$ cat src/rtl/spi_pkg.sv
// Shared definitions for the SPI byte link: receiver state encoding,
// idle levels of the SPI pins and the default frame width.
package spi_pkg;

  typedef enum logic {
    IDLE = 1'b0,
    RECV = 1'b1
  } rx_state_t;

  localparam logic CS_IDLE   = 1'b1;
  localparam logic SCLK_IDLE = 1'b1;
  localparam logic SDI_IDLE  = 1'b1;

  localparam int DEFAULT_DATA_WIDTH = 8;

endpackage

$ cat src/rtl/sync_bit.sv
// Multi-flop synchronizer for one asynchronous input bit; the whole chain
// resets to RESET_VAL so the pin looks idle coming out of reset.
module sync_bit #(
  parameter int   STAGES    = 2,
  parameter logic RESET_VAL = 1'b0
) (
  input  logic CLK,
  input  logic RST,
  input  logic d,
  output logic q
);

  logic [STAGES-1:0] chain;

  always_ff @(posedge CLK) begin
    if (RST) begin
      chain <= {STAGES{RESET_VAL}};
    end else begin
      chain <= {chain[STAGES-2:0], d};
    end
  end

  assign q = chain[STAGES-1];

endmodule

$ cat src/rtl/spi_byte_receiver.sv
// SPI target receiver: oversamples CS/SCLK/SDI, shifts one byte MSB-first per
// frame and presents it on a single-entry valid/ready register.
module spi_byte_receiver
  import spi_pkg::*;
#(
  parameter int DATA_WIDTH  = DEFAULT_DATA_WIDTH,
  parameter int SYNC_STAGES = 2
) (
  input  logic                  CLK,
  input  logic                  RST,
  input  logic                  SPI_CS,
  input  logic                  SPI_SCLK,
  input  logic                  SPI_SDI,
  output logic [DATA_WIDTH-1:0] RX_DATA,
  output logic                  RX_VALID,
  input  logic                  RX_READY,
  output logic                  RX_OVERRUN,
  output logic                  RX_ABORT,
  output logic                  BUSY
);

  localparam int CNT_W = $clog2(DATA_WIDTH + 1);

  logic cs_sync, sclk_sync, sdi_sync;
  logic sclk_prev, cs_q, sdi_q, rise_q;

  rx_state_t             state, state_next;
  logic [CNT_W-1:0]      count, count_next;
  logic [DATA_WIDTH-1:0] shift, shift_next;
  logic                  commit, abort_next;

  sync_bit #(.STAGES(SYNC_STAGES), .RESET_VAL(CS_IDLE))
    u_sync_cs   (.CLK(CLK), .RST(RST), .d(SPI_CS),   .q(cs_sync));
  sync_bit #(.STAGES(SYNC_STAGES), .RESET_VAL(SCLK_IDLE))
    u_sync_sclk (.CLK(CLK), .RST(RST), .d(SPI_SCLK), .q(sclk_sync));
  sync_bit #(.STAGES(SYNC_STAGES), .RESET_VAL(SDI_IDLE))
    u_sync_sdi  (.CLK(CLK), .RST(RST), .d(SPI_SDI),  .q(sdi_sync));

  // Rise event and the CS/SDI it belongs to are registered together, giving
  // the FSM one aligned view one cycle after synchronization.
  always_ff @(posedge CLK) begin
    if (RST) begin
      sclk_prev <= SCLK_IDLE;
      cs_q      <= CS_IDLE;
      sdi_q     <= SDI_IDLE;
      rise_q    <= 1'b0;
    end else begin
      sclk_prev <= sclk_sync;
      cs_q      <= cs_sync;
      sdi_q     <= sdi_sync;
      rise_q    <= sclk_sync & ~sclk_prev;
    end
  end

  always_ff @(posedge CLK) begin
    if (RST) begin
      state    <= IDLE;
      count    <= '0;
      shift    <= '0;
      RX_ABORT <= 1'b0;
    end else begin
      state    <= state_next;
      count    <= count_next;
      shift    <= shift_next;
      RX_ABORT <= abort_next;
    end
  end

  // CS deassertion takes priority over a coincident SCLK rise.
  always_comb begin
    state_next = state;
    count_next = count;
    shift_next = shift;
    commit     = 1'b0;
    abort_next = 1'b0;
    case (state)
      IDLE: begin
        count_next = '0;
        shift_next = '0;
        if (!cs_q) state_next = RECV;
      end
      RECV: begin
        if (cs_q) begin
          state_next = IDLE;
          abort_next = (count != '0);
          count_next = '0;
          shift_next = '0;
        end else if (rise_q) begin
          shift_next = {shift[DATA_WIDTH-2:0], sdi_q};
          if (count == CNT_W'(DATA_WIDTH - 1)) begin
            count_next = '0;
            commit     = 1'b1;
          end else begin
            count_next = count + CNT_W'(1);
          end
        end
      end
      default: state_next = IDLE;
    endcase
  end

  // A completed byte replaces the held one only if it is leaving this cycle.
  always_ff @(posedge CLK) begin
    if (RST) begin
      RX_DATA    <= '0;
      RX_VALID   <= 1'b0;
      RX_OVERRUN <= 1'b0;
    end else begin
      RX_OVERRUN <= 1'b0;
      if (commit) begin
        if (!RX_VALID || RX_READY) begin
          RX_DATA  <= shift_next;
          RX_VALID <= 1'b1;
        end else begin
          RX_OVERRUN <= 1'b1;
        end
      end else if (RX_VALID && RX_READY) begin
        RX_VALID <= 1'b0;
      end
    end
  end

  assign BUSY = (state == RECV);

endmodule
$ cat config.mk
export PLATFORM = sky130hd
export DESIGN_NAME = spi_byte_receiver
export DESIGN_NICKNAME = d
export VERILOG_FILES = /design/src/rtl/spi_pkg.sv /design/src/rtl/sync_bit.sv /design/src/rtl/spi_byte_receiver.sv
export SDC_FILE = /design/constraint.sdc
export NUM_CORES = 1
export LEC_CHECK = 0
export ABC_AREA = 1
export BUFFER_PORTS_ARGS = -buffer_cell sky130_fd_sc_hd__buf_2
export CAP_MARGIN = 20
export CORE_ASPECT_RATIO = 1.4
export CORE_MARGIN = 5
export CORE_UTILIZATION = 50
export CTS_BUF_LIST = sky130_fd_sc_hd__clkbuf_8
export CTS_CLUSTER_SIZE = 40
export DETAILED_ROUTE_END_ITERATION = 8
export HOLD_SLACK_MARGIN = 0.02
export PLACE_DENSITY = 0.81
export SYNTH_ARGS = -nofsm -noshare
export SYNTH_HDL_FRONTEND = slang
export SYNTH_HIERARCHICAL = 1
export SYNTH_SLANG_ARGS = --single-unit
$ cat constraint.sdc
create_clock -name CLK -period 1.5 [get_ports CLK]
set_clock_uncertainty 0.15 [all_clocks]
set_input_delay 0.15 -clock CLK [delete_from_list [all_inputs] [get_ports CLK]]
set_output_delay 0.15 -clock CLK [all_outputs]
set_load 0.01 [all_outputs]
==> run summary <==
largest net degree at the start of global routing -> 20
# DRC -> 0
outcome -> complete, no violations
post-synthesis sequential area ratio -> 51.9%
Synth Area in XOR/XNOR -> 0%
H-tree levels -> 2
Routed WL -> 2520 microns
Arr. time, crit path -> 1.45 ns
DRT iter0 DRCs -> 16
Leak -> 0.817 nW
EDFF count, synth -> 0
Seq cells post-synth -> 34
Detail Route Antenna Nets -> 0
Die Height -> 70.6 microns
top-count cell post-synth -> nand2_1
largest family of logic cells by synthesized area -> simple AND/OR/NAND/NOR gates
HP Class -> reg2reg
Tot GR Track Use -> 16.2%
Syn Nets -> 182
cell area after placement -> 0.00143 sq mm
Final HPWL DP -> 1620 microns
P_int -> 1.24 mW
CTS clock-pin slew for the worst setup and hold paths -> 0.07 ns
Critical Path Start Type -> register
Post-Syn Instances -> 174
Crit. End Element -> register
post-synthesis simple-gate area fraction -> 30.1%
wire length of the first global-routing pass -> 4400 microns
synthesized area -> 0.00131 sq mm
post-route minimum period -> 1.42 ns
Max Clk Rate -> 0.705 GHz
Cell Pwr Density -> 985 mW/mm^2
final count of hold timing violations -> 0
core area -> 0.00256 sq mm
share of cells above drive strength 1 -> 20.2%
I/O pin total -> 18
GR Overflow Total -> 0
Synth top area share -> 51.9%
switching part of the total -> 21.1%
fin crit share -> 94.5%
Via density -> 4.68
vias in the first global route -> 1,046
DIE AREA -> 0.00376 sq mm
CP max stage cell -> dfxtp_1
Pre-antenna DRT Iters -> 4
Yosys cell types -> 21
count of input and output buffers -> 17
setup repair after global routing missed its margin -> false
critical path class -> reg2reg
top cells by instance count after synthesis -> 53 x nand2_1, 34 x dfxtp_1, 25 x inv_1
number of clock sinks -> 34
crit-path most repeated cell -> nor2_1
filler cell count -> 242
Multi-input gate area -> 517 sq um
Flop pwr share -> 58.0%
Slew @ Worst Pin -> 0.228 ns
final slew viol count -> 0
VDD IR-drop max -> 0.000767 V
Combinational Power Share -> 3.0%
mean routed wirelength per cell -> 10.6 microns
final hold slack -> 0.240 ns
# diodes -> 0
crit path cell chain -> ha_4, nand2_2, nor2_4, nand3_4, nor2_1, nor2_1
Synth Area per Inst -> 7.54 sq um
Clock power frac -> 38.9%
final core occ -> 62.5%
asr flop ratio synth -> 0%
dominant register cell in the synthesized netlist -> dfxtp_1
Max Buffers Root-to-Sink -> 2
sw power -> 0.332 mW
CTS Buf Count -> 5
DIE WIDTH -> 53.3 microns
Compound-Gate Fraction of Synth Area -> 4.96%
Reg area -> 684 sq um
synth top area cells -> dfxtp_1 52%, nand2_1 15%, inv_1 7.2%
maxcap violations -> 0
Crit path required time -> 1.53 ns
largest fanout on the critical path -> 8
Final setup viols -> 0
antenna violations before repair -> 0
TritonCTS clock tree -> done
Synth Area in Adders -> 1.91%
mux cell area share after synthesis -> 0%
# rows -> 22
Starting Density -> 51.2%
Area growth, synth to finish -> 22.0%
Clock Latency Late Sink -> 0.28 ns
Nets -> 211
Syn. warnings -> 6
CP max stage delay -> 0.37 ns
Layout Cell Area excl Fill -> 0.00160 sq mm
final estimated routing congestion in global placement -> 0.733
routed vias -> 1,119
root buf cell -> clkbuf_8
setup TNS -> 0 ns
leading area contributor after synthesis -> dfxtp_1
Worst slew margin -> 84.7%
final timing paths:
| kind | cells past startpoint | startpoint | slack [ns] | endpoint |
|---|---|---|---|---|
| setup reg to reg | 6 | count[1] | 0.08 | RX_DATA[5] |
| hold reg to reg | 1 | sclk_prev | 0.24 | rise_q |
| hold / removal | 1 | sclk_prev | 0.24 | rise_q |
| setup / recovery | 6 | count[1] | 0.08 | RX_DATA[5] |
placed cells by master (no fill, tap or decap):
cell	count
nor2_2	1
nand2_1	53
dlygate4sd3_1	5
nor2_4	1
o21ai_0	2
a21oi_1	11
nor4_1	1
or2_2	2
ha_4	1
dfxtp_4	1
ha_1	1
inv_2	2
buf_2	17
nand3_4	2
inv_1	26
nand4_1	2
nor2_1	22
dfxtp_1	33
buf_4	5
clkinvlp_4	1
nand2_2	3
clkbuf_8	5
nor3_1	1
nand3_1	5
worst max-delay path: cells and delay by family (launching register included):
| kind | cells | cell delay (ns) |
|---|---|---|
| flip-flops | 1 | 0.37 |
| adder cells (fa/ha/maj) | 1 | 0.16 |
| AND/OR/NAND/NOR | 5 | 0.63 |
area by class of cell:
type,count,share of cell area (%)
inverters,27,6.33
clock inverters,2,0.704
repair buffers,27,10.8
multi-input cells,108,32.3
well taps,36,2.81
clock buffers,5,4.30
flip-flops and latches,34,42.8
cell families after synthesis:
kind of cell	count (synthesis)
and+or+nand+nor	92
DFF	34
buffers and inverters	33
AOI/OAI and AO/OA	13
adders and majority gates	2
flip-flops by register name, summed over array words and instances (netlist names):
| name | cells |
|---|---|
| u_sync_sclk/chain | 2 |
| u_sync_sdi/chain | 2 |
| RX_DATA | 8 |
| sclk_prev | 1 |
| cs_q | 1 |
| count | 4 |
| sdi_q | 1 |
| RX_OVERRUN | 1 |
| RX_ABORT | 1 |
| RX_VALID | 1 |
| shift | 8 |
| u_sync_cs/chain | 2 |
| rise_q | 1 |
| BUSY | 1 |
per-stage QoR:
| step | worst slack, ns | power [mW] | std cells |
|---|---|---|---|
| 4_1_cts | 0.00867 | 1.60 | 239 |
| 6_report | 0.0819 | 1.58 | 239 |
| 3_5_place_dp | 0.0255 | 0.975 | 226 |
| 2_1_floorplan | 0.0977 | 0.960 | 174 |
| 3_3_place_gp | 0.0801 | 0.973 | 226 |
| 5_1_grt | 0.00357 | 1.64 | 239 |
routing by layer:
| metal | vias up | global-route usage [%] | wire length (microns) | part of all wire, % |
|---|---|---|---|---|
| li1 | 580 | - | - | - |
| met1 | 517 | 17.1 | 1030 | 41 |
| met2 | 17 | 27.0 | 1300 | 52 |
| met3 | 5 | 6.53 | 139 | 5.5 |
| met4 | 0 | 7.67 | 52 | 2.1 |
| met5 | - | 0 | 0 | 0 |
timing repair:
item | in CTS | in global routing
resized for setup | 1 | 5
pin swaps | 1 | 2
endpoints found under the hold margin | 5 | 0
setup endpoints to repair | 4 | 9
hold buffers | 5 | 0
gates cloned | 1 | 0
buffers inserted | 0 | 0
power groups by stage:
stage | combinational [mW] | clock, mW | sequential [mW]
finish | 0.0480 | 0.614 | 0.915
global route | 0.0547 | 0.669 | 0.915
CTS | 0.0477 | 0.631 | 0.917
detailed placement | 0.0379 | 0 | 0.937
global placement | 0.0367 | 0 | 0.937
floorplan | 0.0240 | 0 | 0.936
Note: power is estimated with default switching activity, not from simulation.
